## config.mk

```make
export PLATFORM = sky130hd
export DESIGN_NAME = wash_cycle_ctrl
export DESIGN_NICKNAME = d
export VERILOG_FILES = /design/src/rtl/wash_cycle_ctrl.sv
export SDC_FILE = /design/constraint.sdc
export NUM_CORES = 1
export LEC_CHECK = 0
export BUFFER_PORTS_ARGS = -buffer_cell sky130_fd_sc_hd__buf_2
export CAP_MARGIN = 10
export CORE_MARGIN = 2
export CORE_UTILIZATION = 45
export DETAILED_ROUTE_END_ITERATION = 10
export GPL_ROUTABILITY_DRIVEN = 0
export PLACE_DENSITY = 0.67
export SLEW_MARGIN = 20
export SYNTH_ARGS = -nofsm -noshare
export SYNTH_HDL_FRONTEND = slang
export SYNTH_SLANG_ARGS = --single-unit
```

## constraint.sdc

```tcl
create_clock -name clk -period 2.7 [get_ports clk]
set_clock_uncertainty 0.05 [all_clocks]
set_input_delay 0 -clock clk [delete_from_list [all_inputs] [get_ports clk]]
set_output_delay 0 -clock clk [all_outputs]
set_load 0.01 [all_outputs]
```

## src/rtl/wash_cycle_ctrl.sv

```systemverilog
// Washing-machine cycle controller: fill, heat, wash, N rinses, spin, done,
// with sensor timeouts, door-open pause/resume and abort-to-drain.
module wash_cycle_ctrl #(
  parameter int TW          = 8,
  parameter int FILL_MAX    = 10,
  parameter int HEAT_MAX    = 12,
  parameter int WASH_TICKS  = 6,
  parameter int DRAIN_MAX   = 8,
  parameter int RINSE_TICKS = 4,
  parameter int RINSES      = 2,
  parameter int SPIN_TICKS  = 5,
  parameter int BEEP_TICKS  = 3
) (
  input  logic       clk,
  input  logic       reset,
  input  logic       tick,
  input  logic       door_closed,
  input  logic       start,
  input  logic       abort,
  input  logic       temp_ok,
  input  logic       level_full,
  input  logic       level_empty,
  input  logic       quiet,
  output logic       fill_valve,
  output logic       heater,
  output logic       motor_wash,
  output logic       motor_spin,
  output logic       drain_pump,
  output logic       door_lock,
  output logic       beep,
  output logic       done,
  output logic       error,
  output logic [3:0] state_o,
  output logic [2:0] rinse_left
);

  typedef enum logic [3:0] {
    S_IDLE   = 4'd0,
    S_FILL   = 4'd1,
    S_HEAT   = 4'd2,
    S_WASH   = 4'd3,
    S_DRAIN  = 4'd4,
    S_RFILL  = 4'd5,
    S_RINSE  = 4'd6,
    S_RDRAIN = 4'd7,
    S_SPIN   = 4'd8,
    S_DONE   = 4'd9,
    S_ERROR  = 4'd10,
    S_PAUSE  = 4'd11
  } state_t;

  state_t          r_state;
  state_t          r_saved_state;
  logic [TW-1:0]   r_timer;
  logic [TW-1:0]   r_saved_timer;
  logic [2:0]      r_rinse_left;
  logic            r_abort_flag;

  state_t          w_next_state;
  state_t          w_next_saved_state;
  state_t          w_drain_exit;
  logic [TW-1:0]   w_next_timer;
  logic [TW-1:0]   w_next_saved_timer;
  logic [2:0]      w_next_rinse;
  logic            w_next_flag;
  logic            w_restore;
  logic            w_force_clear;
  logic            w_locked;

  function automatic logic [TW-1:0] sat_inc(input logic [TW-1:0] v);
    return (&v) ? v : v + 1'b1;
  endfunction

  // True on the tick edge that completes an N-tick interval.
  function automatic logic expired(input logic tk, input logic [TW-1:0] t, input int n);
    return tk && (t == TW'(n - 1));
  endfunction

  assign w_locked     = (r_state >= S_FILL) && (r_state <= S_SPIN);
  assign w_drain_exit = r_abort_flag          ? S_IDLE  :
                        (r_rinse_left != 3'd0) ? S_RFILL : S_SPIN;

  always_comb begin
    w_next_state       = r_state;
    w_next_rinse       = r_rinse_left;
    w_next_flag        = r_abort_flag;
    w_next_saved_state = r_saved_state;
    w_next_saved_timer = r_saved_timer;
    w_restore          = 1'b0;
    w_force_clear      = 1'b0;

    if (abort && (r_state != S_IDLE) && (r_state != S_ERROR)) begin
      w_next_state  = S_DRAIN;
      w_next_rinse  = 3'd0;
      w_next_flag   = 1'b1;
      w_force_clear = 1'b1;
    end else if (!door_closed && w_locked) begin
      w_next_state       = S_PAUSE;
      w_next_saved_state = r_state;
      w_next_saved_timer = r_timer;
    end else begin
      case (r_state)
        S_IDLE: begin
          w_next_flag = 1'b0;
          if (door_closed && start) begin
            w_next_state = S_FILL;
            w_next_rinse = 3'(RINSES);
          end
        end
        S_FILL: begin
          if (level_full)                            w_next_state = S_HEAT;
          else if (expired(tick, r_timer, FILL_MAX)) w_next_state = S_ERROR;
        end
        S_HEAT: begin
          if (temp_ok)                               w_next_state = S_WASH;
          else if (expired(tick, r_timer, HEAT_MAX)) w_next_state = S_ERROR;
        end
        S_WASH: begin
          if (expired(tick, r_timer, WASH_TICKS)) w_next_state = S_DRAIN;
        end
        S_DRAIN, S_RDRAIN: begin
          if (level_empty)                            w_next_state = w_drain_exit;
          else if (expired(tick, r_timer, DRAIN_MAX)) w_next_state = S_ERROR;
        end
        S_RFILL: begin
          if (level_full)                            w_next_state = S_RINSE;
          else if (expired(tick, r_timer, FILL_MAX)) w_next_state = S_ERROR;
        end
        S_RINSE: begin
          if (expired(tick, r_timer, RINSE_TICKS)) begin
            w_next_state = S_RDRAIN;
            w_next_rinse = r_rinse_left - 3'd1;
          end
        end
        S_SPIN: begin
          if (expired(tick, r_timer, SPIN_TICKS)) w_next_state = S_DONE;
        end
        S_DONE: begin
          if (!door_closed) w_next_state = S_IDLE;
        end
        S_ERROR: begin
          if (abort && level_empty) w_next_state = S_IDLE;
        end
        S_PAUSE: begin
          if (door_closed && start) begin
            w_next_state = r_saved_state;
            w_restore    = 1'b1;
          end
        end
        default: w_next_state = S_ERROR;
      endcase
    end
  end

  // Abort re-enters DRAIN even from DRAIN, so entry is not just a state change.
  always_comb begin
    if (w_restore)                                   w_next_timer = r_saved_timer;
    else if ((w_next_state != r_state) || w_force_clear) w_next_timer = '0;
    else if (tick)                                   w_next_timer = sat_inc(r_timer);
    else                                             w_next_timer = r_timer;
  end

  always_ff @(posedge clk) begin
    if (reset) begin
      r_state       <= S_IDLE;
      r_saved_state <= S_IDLE;
      r_timer       <= '0;
      r_saved_timer <= '0;
      r_rinse_left  <= 3'd0;
      r_abort_flag  <= 1'b0;
    end else begin
      r_state       <= w_next_state;
      r_saved_state <= w_next_saved_state;
      r_timer       <= w_next_timer;
      r_saved_timer <= w_next_saved_timer;
      r_rinse_left  <= w_next_rinse;
      r_abort_flag  <= w_next_flag;
    end
  end

  // Moore decode; only beep additionally looks at the quiet input.
  always_comb begin
    fill_valve = (r_state == S_FILL) || (r_state == S_RFILL);
    heater     = (r_state == S_HEAT);
    motor_wash = (r_state == S_WASH) || (r_state == S_RINSE);
    motor_spin = (r_state == S_SPIN);
    drain_pump = (r_state == S_DRAIN) || (r_state == S_RDRAIN) || (r_state == S_ERROR);
    door_lock  = (r_state != S_IDLE) && (r_state != S_DONE) && (r_state != S_PAUSE);
    done       = (r_state == S_DONE);
    error      = (r_state == S_ERROR);
    beep       = ((r_state == S_DONE) || (r_state == S_ERROR)) &&
                 (r_timer < TW'(BEEP_TICKS)) && !quiet;
  end

  assign state_o    = r_state;
  assign rinse_left = r_rinse_left;

endmodule

```

==> flow_summary_export.csv <==
group,metric,value,unit
logic_synthesis,synth_compound_area_frac,0.224,
flow_run,maxCapViolations,0,
pwr,power_density,922,nW/um^2
pwr,clkPwrFrac,0.144,
logic_synthesis,synth_xor_xnor_area_share,0.0210,
die,start_util,0.473,
routing,drt_iter0_drc,227,
pwr,p_total,0.00232,W
pwr,p_sw_frac,0.425,
critical_path,critical-path-slowest-cell,"a221o_1",
cts,cts.path.max_buffers,2,
worst_hold_path,hold_start,"abort",
logic_synthesis,synth_top_family_by_area,"simple AND/OR/NAND/NOR gates",
cts,cts_tree,"built",
critical_path,crit_path_cell_trace,"inv_1 -> ha_2 -> and2_4 -> a41o_1 -> a221o_1 -> nor4_4 -> o2111ai_4 -> or2_4 -> o311a_1",
pwr,irDropWorstVdd,0.510,mV
placement,portBuffers,25,
pwr,leakage,1.12,nW
critical_path,cp-start-kind,"register",
global_route,antenna_found_initial,0,
critical_path,cp-startpoint,"r_timer[1]$_SDFFE_PP0P_",
die,die_h,72.1,um
global_route,grt_pass1_vias,1860,
logic_synthesis,synth_seq_cells,28,
global_route,grt_start_max_net_pins,27,
layout,final_core_util,0.571,
pwr,power_frac_seq,0.232,
critical_path,cp.required,2820,ps
layout,nets,319,
die,die_x,72.1,um
routing,drc,0,
global_route,grt_pass1_wl,9.20,mm
global_route,grt_overflow_total,0,
die,rows,24,
logic_synthesis,ys_dominant_reg_cell,"dfxtp_1",
logic_synthesis,syn_avg_cell_area,7.87,sq um
sta,hold_viol,0,
cts,htreeDepth,1,
critical_path,crit_type,"reg -> reg",
logic_synthesis,syn-num-nets,280,
cts,cts.hold.buffers_added,0,
die,pin_count,26,
cts,cts_root_buffer,"clkbuf_8",
routing,routedWlPerCell,15.6,um
routing,wirelength,5.55,mm
layout,drive_gt1_frac,0.248,
routing,avgViaCountPerCell,5.94,
logic_synthesis,syn_inst,265,
logic_synthesis,ys_async_sr_fraction,0,
cts,clk_pin_slew,100,ps
critical_path,max_stage_delay,370,ps
critical_path,worstReg2RegStart,"r_timer[1]$_SDFFE_PP0P_",
die,die_area,5200,sq um
logic_synthesis,ys_seq_area_frac,0.269,
logic_synthesis,synth_edf_count,0,
layout,post-route-cell-area,2520,sq um
logic_synthesis,synthMuxAreaShare,0.0576,
status,outcome,"finished clean",
layout,multi_input_area,1430,sq um
sta,worst_pin_slew,596,ps
critical_path,arrival,2720,ps
placement,dp_hpwl,4.27,mm
critical_path,crit_fanout,3,
cts,cts_sinks,28,
worst_hold_path,min_path_type,"in -> reg",
routing,drt-pass1-iter-count,4,
sta,setup_violations,0,
sta,finalSetupTns,0,ps
die,core_region_area,4410,sq um
pwr,pwr-share-comb,0.624,
sta,min_period,2600,ps
logic_synthesis,synthAdderAreaFrac,0.0300,
routing,final_antenna_net_count,0,
logic_synthesis,ys_types,59,
layout,ff_latch_area,563,sq um
logic_synthesis,netlist_area,2090,sq um
sta,rsz0062_at_grt,"false",
layout,insertedDiodeCount,0,
sta,fmax,384,MHz
logic_synthesis,yosysWarnings,0,
pwr,p_int,0.00134,W
critical_path,endpoint_kind,"register",
sta,maxSlewViolCount,0,
logic_synthesis,synthSimpleGateAreaFrac,0.343,
sta,fin_crit_sh,0.964,
cts,clkLatencyLatePin,280,ps
layout,nFillCells,393,
cts,cts_made_buffers,3,
sta,maxSlewHeadroom,0.602,
layout,area_growth,20.8,%
placement,dpl_cell_area,2410,sq um
global_route,gr-usage-all-layers,0.220,
routing,vias,2110,
pwr,power.switching,0.000987,W
[cell families (layout without fill, tap and decap cells)]
family	Yosys count	count (layout)
buffers and inverters	26	64
adder cells (fa/ha/maj)	5	5
AO/OA/AOI/OAI	62	62
flip-flops	28	28
multiplexers	12	12
AND/OR/NAND/NOR	127	127
XOR/XNOR	5	5
[through the flow]
stage,instances,worst slack (ps),hold WS [ps]
5_1_grt,355,10.0,61.1
6_report,355,96.5,46.6
3_3_place_gp,350,85.2,186
4_1_cts,354,29.6,31.8
3_5_place_dp,350,46.6,189
2_1_floorplan,265,138,2.86
[layer usage]
metal,up-vias,part of all wire,track usage
met3,2,0.063,0.0125
met2,68,0.45,0.336
met5,-,0,0
met1,990,0.48,0.337
li1,1050,-,-
met4,0,0.0045,0.0524
[synthesized netlist by cell type (all sizes together), types with 4 or more instances]
cell    instances  area [sq um]
or4             5          41.3
nor2b           6          37.5
and2            6          37.5
o21ai          11          55.1
dfxtp          28           561
mux2i          12           120
nor2           35           131
a21oi          12          60.1
nand2          24          90.1
inv             8          30.0
ha              5          62.6
buf            11          58.8
nor4            5          67.6
o21a            5          37.5
and3            5          31.3
nand3           9          45.0
nand2b          6          37.5
clkbuf          7          26.3
o31a            6          52.6
o31ai           4          30.0
nor3            6          30.0
nand4           5          31.3
[power by group through the flow]
stage	combinational (W)	clock, W	sequential (W)
finish	0.00145	0.000335	0.000538
CTS	0.00137	0.000341	0.000535
floorplan	0.000904	0	0.000545
detailed placement	0.00137	0	0.000545
global route	0.00157	0.000354	0.000549
global placement	0.00136	0	0.000542
[path summary, 6_finish.rpt]
check / depth (start not counted) / endpoint / slack (ps)
max: 9 / r_timer[4]$_SDFFE_PP0P_ / 100
min: 3 / r_abort_flag$_SDFFE_PP0P_ / 50
max reg2reg: 9 / r_timer[4]$_SDFFE_PP0P_ / 100
min reg2reg: 2 / r_saved_state[0]$_SDFFE_PP0P_ / 440
[flip-flops by register name (all words and copies together), names as in the netlist]
register       cells
state_o            4
r_abort_flag       1
r_saved_timer      8
rinse_left         3
r_saved_state      4
r_timer            8
[timing repair]
action / in CTS / in global routing
hold endpoints to repair: 0 / 0
setup endpoints to repair: 0 / 8
gates resized for setup: 0 / 9
buffers inserted: 0 / 1
[critical path, delay by kind of cell (launching register included)]
family | cells | cell delay [ps]
fa+ha+maj | 1 | 180
flops | 1 | 350
simple gates | 3 | 780
buf+inv | 1 | 80
compound gates | 4 | 1050
[final cells by class]
| type | count | area share |
|---|---|---|
| Multi-Input combinational cell | 211 | 0.569 |
| Clock buffer | 3 | 0.0164 |
| Inverter | 8 | 0.0119 |
| Sequential cell | 28 | 0.223 |
| Clock inverter | 1 | 0.0119 |
| Tap cell | 52 | 0.0258 |
| Timing Repair Buffer | 52 | 0.142 |
[layout by cell type, fill, tap and decap left out, types with 8 or more instances in the layout]
master	synthesis	routed
nor2_1	35	35
a21oi_1	12	12
nand3_1	9	9
dfxtp_1	28	26
buf_2	8	25
mux2i_1	12	11
buf_4	0	24
nand2_1	24	24
o21ai_0	11	11
inv_1	8	8
Power figures use the tool's default switching activity.
